<file path="src/rtl/mbox_slave.sv">
// Four-FIFO inter-core mailbox on one xbar slave port, with per-FIFO non-empty interrupts.
// Accesses complete on the request edge; read data comes back one cycle later; the port never stalls.
module mbox_slave #(
    parameter int DEPTH = 8
) (
    input  logic        clk_i,
    input  logic        arst_i,
    input  logic        bus_req,
    input  logic        bus_we,
    input  logic [31:0] bus_addr,
    input  logic [3:0]  bus_be,
    input  logic [31:0] bus_wdata,
    output logic        bus_ack,
    output logic        bus_resp,
    output logic [31:0] bus_rdata,
    output logic [3:0]  irq_o
);
    localparam int PW = $clog2(DEPTH);
    localparam int CW = PW + 1;

    logic [31:0]   mem_q [4][DEPTH];
    logic [PW-1:0] wr_ptr_q [4];
    logic [PW-1:0] wr_ptr_d [4];
    logic [PW-1:0] rd_ptr_q [4];
    logic [PW-1:0] rd_ptr_d [4];
    logic [CW-1:0] cnt_q [4];
    logic [CW-1:0] cnt_d [4];
    logic [3:0]    unf_q, unf_d, ovf_q, ovf_d, mask_q, mask_d, irq_q, irq_d;
    logic [3:0]    full, empty;
    logic          resp_q, resp_d;
    logic [31:0]   rdata_q, rdata_d;
    logic          mem_we;
    logic [3:0]    idx;
    logic [1:0]    n;
    logic          unused_addr_bits;

    assign idx              = bus_addr[5:2];
    assign n                = idx[1:0];
    assign unused_addr_bits = ^{bus_addr[31:6], bus_addr[1:0]};
    assign bus_ack          = bus_req;
    assign bus_resp         = resp_q;
    assign bus_rdata        = rdata_q;
    assign irq_o            = irq_q;

    always_comb begin
        for (int i = 0; i < 4; i++) begin
            full[i]  = (cnt_q[i] == CW'(DEPTH));
            empty[i] = (cnt_q[i] == '0);
        end
    end

    always_comb begin
        wr_ptr_d = wr_ptr_q;
        rd_ptr_d = rd_ptr_q;
        cnt_d    = cnt_q;
        unf_d    = unf_q;
        ovf_d    = ovf_q;
        mask_d   = mask_q;
        rdata_d  = rdata_q;
        resp_d   = 1'b0;
        mem_we   = 1'b0;
        irq_d    = '0;

        if (bus_req && bus_we) begin
            if (idx < 4'd4) begin
                if (bus_be == 4'hF) begin
                    if (full[n]) begin
                        ovf_d[n] = 1'b1;
                    end else begin
                        mem_we      = 1'b1;
                        wr_ptr_d[n] = wr_ptr_q[n] + PW'(1);
                        cnt_d[n]    = cnt_q[n] + CW'(1);
                    end
                end
            end else if (idx < 4'd8) begin
                if (bus_wdata[3]) unf_d[n] = 1'b0;
                if (bus_wdata[2]) ovf_d[n] = 1'b0;
            end else if (idx == 4'd8) begin
                mask_d = bus_wdata[3:0];
            end
        end else if (bus_req) begin
            resp_d  = 1'b1;
            rdata_d = '0;
            if (idx < 4'd4) begin
                // An empty pop leaves the pointers alone and only records the underflow.
                if (empty[n]) begin
                    unf_d[n] = 1'b1;
                end else begin
                    rdata_d     = mem_q[n][rd_ptr_q[n]];
                    rd_ptr_d[n] = rd_ptr_q[n] + PW'(1);
                    cnt_d[n]    = cnt_q[n] - CW'(1);
                end
            end else if (idx < 4'd8) begin
                rdata_d = {{(16-CW){1'b0}}, cnt_q[n], 12'b0, unf_q[n], ovf_q[n], full[n], empty[n]};
            end else if (idx == 4'd8) begin
                rdata_d = {28'b0, mask_q};
            end
        end

        for (int i = 0; i < 4; i++) begin
            irq_d[i] = mask_d[i] & (cnt_d[i] != '0);
        end
    end

    always_ff @(posedge clk_i or posedge arst_i) begin
        if (arst_i) begin
            for (int i = 0; i < 4; i++) begin
                wr_ptr_q[i] <= '0;
                rd_ptr_q[i] <= '0;
                cnt_q[i]    <= '0;
            end
            unf_q   <= '0;
            ovf_q   <= '0;
            mask_q  <= '0;
            irq_q   <= '0;
            resp_q  <= 1'b0;
            rdata_q <= '0;
        end else begin
            wr_ptr_q <= wr_ptr_d;
            rd_ptr_q <= rd_ptr_d;
            cnt_q    <= cnt_d;
            unf_q    <= unf_d;
            ovf_q    <= ovf_d;
            mask_q   <= mask_d;
            irq_q    <= irq_d;
            resp_q   <= resp_d;
            rdata_q  <= rdata_d;
        end
    end

    // Storage needs no reset: the counts alone define what is valid.
    always_ff @(posedge clk_i) begin
        if (mem_we) begin
            mem_q[n][wr_ptr_q[n]] <= bus_wdata;
        end
    end

endmodule

</file>
<file path="config.mk">
export PLATFORM = sky130hd
export DESIGN_NAME = mbox_slave
export DESIGN_NICKNAME = d
export VERILOG_FILES = /design/src/rtl/mbox_slave.sv
export SDC_FILE = /design/constraint.sdc
export NUM_CORES = 1
export LEC_CHECK = 0
export ABC_AREA = 0
export CORE_MARGIN = 5
export CORE_UTILIZATION = 65
export DETAILED_ROUTE_END_ITERATION = 12
export GPL_TIMING_DRIVEN = 1
export PLACE_DENSITY = 0.83
export SETUP_SLACK_MARGIN = 0.5
export SYNTH_ARGS = -nofsm -noshare
export SYNTH_HDL_FRONTEND = slang
export SYNTH_SLANG_ARGS = --single-unit
</file>
<file path="constraint.sdc">
create_clock -name clk_i -period 16.1 [get_ports clk_i]
set_clock_uncertainty 0.2 [all_clocks]
set_input_delay 4.025 -clock clk_i [delete_from_list [all_inputs] [get_ports clk_i]]
set_output_delay 4.025 -clock clk_i [all_outputs]
set_load 0.02 [all_outputs]
</file>
* Word-level counts from Yosys, hierarchy flattened
Memories as Yosys holds them, arrays and structs flattened. Cells that the tools add are included.
Cells by class: add/subtract/negate cells 4, magnitude comparators 9, equal/unequal tests 10, mux-type cells 67, bitwise gates (word level) 15, reduce and logical (&&, ||, !) cells 23
Operators by type and width (number):
- $mux W256 | 1
- $mux W32 | 5
- $mux W16 | 7
- $bmux W32 S3 | 1
- $demux W32 S3 | 1
- $mux W4 | 20
- $bwmux W16 | 2
- $bwmux W12 | 2
- $eq A4 B4 Y1 const B | 6
- $mux W20 | 1
- $logic_not A4 Y1 | 4
- $reduce_bool A4 Y1 | 4
- $mux W3 | 5
- $bmux W3 S2 | 2
- $mux W1 | 12
- $reduce_bool A2 Y1 | 6
- $and A4 B4 Y4 | 2
- $bmux W1 S2 | 4
- $bmux W4 S2 | 1
- $demux W4 S2 | 1
- $ge A4 B4 Y1 const B | 2
- $not A3 Y4 | 2
- $or A4 B4 Y4 | 2
- $reduce_and A4 Y1 | 2
- 22 further kinds | 33
Storage, ports and cells: register bits after elaboration 89, RAM bits 1024, word-level logic and storage cells 147, memories kept 1
Memories:
- mem_q | depth 4, width 256, read ports 1, clocked after Yosys merged registers in 0, write ports 1, line 21 | logic [31:0] mem_q [4][DEPTH];

* Depth between registers and ports, before layout
depth after elaboration 12, gate-level depth with buffers 11

* Least setup slack after synthesis
No wires, ideal clock.
path type input -> register, start point input port bus_addr[2], end point memory mem_q[3][64] (netlist bit) (enable), arrival 8.674 ns, setup slack 6.713 ns, stages on the path 7, path buffers 4, cell sequence buf_6 > buf_6 > buf_6 > mux4_2 > nand2b_1 > clkbuf_1 > nor4b_1
On the way: longest elaborated chain between the ends 10, elaborated cells on any way between the ends 19
Ends and longest elaborated chain:
- from (decl) | line 10 | input logic [31:0] bus_addr,
- $not A2 Y3 (implied by the code) | line 134 | mem_q[n][wr_ptr_q[n]] <= bus_wdata;
- $bmux W3 S2 | line 134
- $mux W3 (implied by the code) (2 in a row) | line 134
- $not A3 Y4 (implied by the code) | line 134
- $ge A4 B4 Y1 (implied by the code) or $lt A4 B1 Y1 (tied branches) | line 134
- $logic_and A1 B1 Y1 (implied by the code) | line 134
- $mux W32 (implied by the code) | line 134
- $demux W32 S3 | line 134
- $mux W256 (implied by the code) | line 134
- to (decl) | line 21
Parallel ways exist; a longest one is shown, timed or not. The select of a mux whose other input is x is not followed.

* Worst setup path in the final report
start point input port bus_req, end point output port bus_ack
RTL lines:
- from (decl) | line 8 | input logic bus_req,
- to (decl) | line 13 | output logic bus_ack,
No word-level cell between the ends.

==> metrics.txt <==
# TYPE chip_impl_metric gauge
chip_impl_info{name="status",value="finished clean"} 1
chip_impl_metric{name="netSwitchingPower",unit="W"} 0.001712
chip_impl_info{name="cp-end-kind",value="output pin"} 1
chip_impl_metric{name="pin_count_of_the_biggest_net_entering_global_routing",unit=""} 107
chip_impl_metric{name="remaining_drc_errors",unit=""} 0
chip_impl_metric{name="ys_async_sr_fraction",unit=""} 0.07996
chip_impl_metric{name="p_sw_frac",unit=""} 0.2574
chip_impl_info{name="mostFrequentLayoutCells",value="edfxtp_1 (1024), mux4_2 (264), clkbuf_16 (108)"} 1
chip_impl_info{name="setup_repair_after_global_routing_missed_its_margin",value="false"} 1
chip_impl_metric{name="floorplan.die.height",unit="microns"} 269.7
chip_impl_metric{name="clk_transition_reported_paths",unit="ns"} 0.06
chip_impl_info{name="criticalPathCategory",value="in2out"} 1
chip_impl_info{name="crit_family",value="buffers and inverters"} 1
chip_impl_metric{name="p_leak",unit="nW"} 15.67
chip_impl_metric{name="placement.setup.worst_slack",unit="ns"} 6.568
chip_impl_metric{name="post-cts-setup-buffer-count",unit=""} 0
chip_impl_info{name="synth_top_family_by_area",value="multiplexers"} 1
chip_impl_metric{name="muxShareOfSynthArea",unit=""} 0.1569
chip_impl_metric{name="power_per_cell_area",unit="nW/um^2"} 135.6
chip_impl_metric{name="global_route_wire_length_before_repair",unit="microns"} 165500
chip_impl_metric{name="pwr-share-clk",unit=""} 0.369
chip_impl_metric{name="cts.hold.buffers_added",unit=""} 0
chip_impl_info{name="cts_tree",value="built"} 1
chip_impl_metric{name="power.ir.vdd_worst",unit="V"} 0.00008940
chip_impl_metric{name="detail_route.wl_per_cell",unit="microns"} 35.34
chip_impl_metric{name="synth.avg_cell_area",unit="sq um"} 20.50
chip_impl_info{name="crit-reg2reg-launch",value="rd_ptr_q[8]$_DFFE_PP0P_"} 1
chip_impl_metric{name="p_seq_frac",unit=""} 0.491
chip_impl_metric{name="synthToLayoutAreaGrowth",unit="%"} 11.95
chip_impl_info{name="leading_cell_type_in_the_layout_fill_and_taps_excluded",value="edfxtp_1"} 1
chip_impl_metric{name="grt.overflow.total",unit=""} 0
chip_impl_info{name="hold_path.class",value="reg2reg"} 1
chip_impl_metric{name="cp_num_cells",unit=""} 2
chip_impl_info{name="cp_cell_instances",value="clkdlybuf4s50_1 -> clkdlybuf4s50_1"} 1
chip_impl_metric{name="cts.sinks",unit=""} 1113
chip_impl_metric{name="utilization",unit=""} 0.7318
chip_impl_metric{name="avgViaCountPerCell",unit=""} 7.261
chip_impl_metric{name="critPathMaxFanout",unit=""} 7
chip_impl_info{name="worst_setup_path_startpoint",value="bus_req"} 1
chip_impl_metric{name="postLayoutSetupSlackWorst",unit="ns"} 6.565
chip_impl_metric{name="synth-adder-area-share",unit=""} 0.001142
chip_impl_metric{name="r2r.worst_path.cells",unit=""} 7
chip_impl_metric{name="synthXorXnorAreaFrac",unit=""} 0.002170
chip_impl_metric{name="required_time_at_the_worst_slack_endpoint",unit="ns"} 11.88
chip_impl_metric{name="hold-path-cell-count",unit=""} 1
chip_impl_metric{name="die_outline_area",unit="sq um"} 72710
chip_impl_metric{name="cts_resized",unit=""} 0
chip_impl_metric{name="cts-buffers-inserted",unit=""} 105
chip_impl_metric{name="slew_headroom",unit=""} 0.08227
chip_impl_info{name="synthFlopType",value="edfxtp_1"} 1
chip_impl_metric{name="synth_top_area_share",unit=""} 0.7017
chip_impl_metric{name="seqCellArea",unit="sq um"} 32980
chip_impl_metric{name="numnets_final",unit=""} 2327
chip_impl_info{name="min_to",value="rd_ptr_q[0]$_DFFE_PP0P_"} 1
chip_impl_metric{name="floorplan.core_area",unit="sq um"} 67040
chip_impl_metric{name="max_stage_delay",unit="ns"} 0.66
chip_impl_metric{name="synth-simple-area-share",unit=""} 0.02992
chip_impl_metric{name="antenna_found_initial",unit=""} 4
chip_impl_metric{name="yosysSeqAreaShare",unit=""} 0.7525
chip_impl_metric{name="crit_arrival",unit="ns"} 5.31
chip_impl_metric{name="number_of_global_route_vias_before_repair",unit=""} 23850
chip_impl_metric{name="synthesis.area",unit="sq um"} 43820
chip_impl_metric{name="reg2reg_setup_slack",unit="ns"} 11.97
chip_impl_info{name="crit-reg2reg-capture",value="bus_rdata[18]$_DFFE_PP0P_"} 1
chip_impl_metric{name="total_power",unit="W"} 0.006652
chip_impl_info{name="cp-start-kind",value="primary input"} 1
chip_impl_metric{name="multi_input_comb_area",unit="sq um"} 10370
chip_impl_info{name="hold_path_startpoint",value="rd_ptr_q[0]$_DFFE_PP0P_"} 1
chip_impl_metric{name="clock_tree.htree_level_count",unit=""} 3
chip_impl_metric{name="ctsLongestPathBuffers",unit=""} 3
chip_impl_metric{name="final_max_slew_violation_count",unit=""} 0
chip_impl_metric{name="detailroute.via_count",unit=""} 23320
chip_impl_metric{name="achievable-frequency",unit="GHz"} 0.1049
chip_impl_metric{name="fp-row-count",unit=""} 95
chip_impl_metric{name="setup_total_negative_slack",unit="ns"} 0
chip_impl_metric{name="final-setup-viol-count",unit=""} 0
chip_impl_metric{name="post-route-min-period",unit="ns"} 9.535
chip_impl_info{name="post_synth_main_area_contributors",value="edfxtp_1 (70%), mux4_2 (14%), dfrtp_1 (5.1%)"} 1
chip_impl_metric{name="critical_path.n_buffers_inverters",unit=""} 2
chip_impl_metric{name="final_period_util",unit=""} 0.5922
chip_impl_metric{name="post_route_cells_drive_above_1_share",unit=""} 0.2283
chip_impl_metric{name="start_util",unit=""} 0.6537
chip_impl_metric{name="die_w",unit="microns"} 269.7
chip_impl_metric{name="synth_compound_gate_area_share",unit=""} 0.04080
chip_impl_metric{name="drtAntennaViolNets",unit=""} 0
chip_impl_metric{name="ys_ff_latch",unit=""} 1113
chip_impl_metric{name="synth_warnings",unit=""} 0
chip_impl_metric{name="power.combinational.fraction",unit=""} 0.140
chip_impl_info{name="critical_path.slowest_cell",value="clkdlybuf4s50_1"} 1
chip_impl_metric{name="timing_worst_slew_pin_value",unit="ns"} 1.372
chip_impl_metric{name="buffer_ports.inserted",unit=""} 81
chip_impl_metric{name="timing_hold_violations_final",unit=""} 0
chip_impl_metric{name="drt_iter0_drc",unit=""} 3699
chip_impl_metric{name="synth.net_count",unit=""} 2214
chip_impl_metric{name="dr.pass1.iters",unit=""} 5
chip_impl_metric{name="maxCapViolCount",unit=""} 0
chip_impl_metric{name="gp_congestion",unit=""} 0.8784
chip_impl_metric{name="grt_usage",unit=""} 0.3126
chip_impl_metric{name="post_synth_inst_count",unit=""} 2138
chip_impl_metric{name="postRouteWirelength",unit="microns"} 113500
chip_impl_metric{name="top_level_ports",unit=""} 110
chip_impl_metric{name="internal_power",unit="W"} 0.004940
chip_impl_metric{name="synth-edff-count",unit=""} 1024
chip_impl_info{name="critical-path-top-cell-by-count",value="clkdlybuf4s50_1"} 1
chip_impl_metric{name="worst_skew_pair.late_latency",unit="ns"} 0.66
chip_impl_info{name="synth_largest_area_cell",value="edfxtp_1"} 1
chip_impl_metric{name="count_of_distinct_cell_types_in_the_synthesized_netlist",unit=""} 68
chip_impl_metric{name="hpwl",unit="microns"} 54290
chip_impl_metric{name="num-fill-cells",unit=""} 3494
chip_impl_info{name="cts_root_buffer",value="clkbuf_16"} 1
==> logic make-up after synthesis <==
family                     Yosys count
muxes                              351
DFF                               1113
adders and majority gates            4
AOI/OAI and AO/OA                  271
and+or+nand+nor                    253
buffers and inverters              136
xor gates and xnor gates            10
==> layout make-up <==
type | count | share of cell area
Antenna cell | 4 | 0.0002040
Clock inverter | 50 | 0.009590
Multi-Input combinational cell | 889 | 0.2114
Tap cell | 873 | 0.02227
Inverter | 11 | 0.0008927
Clock buffer | 141 | 0.05884
Sequential cell | 1113 | 0.6722
Timing Repair Buffer | 131 | 0.02464
==> per-layer routing <==
layer  track usage  part of all wire  up-vias
li1              -                 -     9074
met1        0.4253              0.34    11900
met2        0.4989              0.49     2009
met3       0.07895              0.13      345
met4        0.1253             0.045        0
met5             0                 0        -
==> how the worst max path moves through the flow <==
stage / to / slack, ns
3_3_place_gp: bus_ack / 6.60
4_1_cts: bus_ack / 6.57
3_5_place_dp: bus_ack / 6.57
2_1_floorplan: mem_q[3][64]$_DFFE_PP_ / 6.71
6_report: bus_ack / 6.56
5_1_grt: bus_ack / 6.53
==> power groups by stage <==
stage                     sequential, W  clock [W]  combinational (W)
after global routing            0.00327    0.00260           0.000982
after CTS                       0.00326    0.00246           0.000920
after global placement          0.00332          0           0.000864
after floorplan                 0.00333          0           0.000569
final                           0.00327    0.00245           0.000933
after detailed placement        0.00332          0           0.000889
==> Yosys cell counts, drive strengths merged (3+ instances only) <==
library cell	n
a211oi	97
a21oi	83
a221oi	7
a22oi	5
a31oi	3
and2	4
and3	3
buf	75
clkbuf	50
dfrtp	89
edfxtp	1024
ha	4
inv	11
mux2	17
mux2i	67
mux4	267
nand2	61
nand2b	7
nand3	10
nand4	4
nor2	57
nor2b	66
nor3	17
nor3b	3
nor4	4
nor4b	3
o211ai	3
o21ai	39
o22ai	5
o31a	5
or2	5
or3	5
xnor2	4
xor2	6
==> registers in the layout (all words and copies together), names as in the netlist, named ones only <==
signal and cells:
mask_q 4, rd_ptr_q 12, wr_ptr_q 12, cnt_q 16, bus_rdata 32, irq_o 4, bus_resp 1, mem_q 1024
==> through the flow <==
step,std cells,hold WS [ns],area [sq um]
6_report,3212,0.2884,49060
5_1_grt,3211,0.2969,49050
4_1_cts,3208,0.2810,49050
3_5_place_dp,3017,0.2684,45690
3_3_place_gp,3017,0.2534,45690
2_1_floorplan,2138,0.2340,43820
Note: power is estimated with default switching activity, not from simulation.
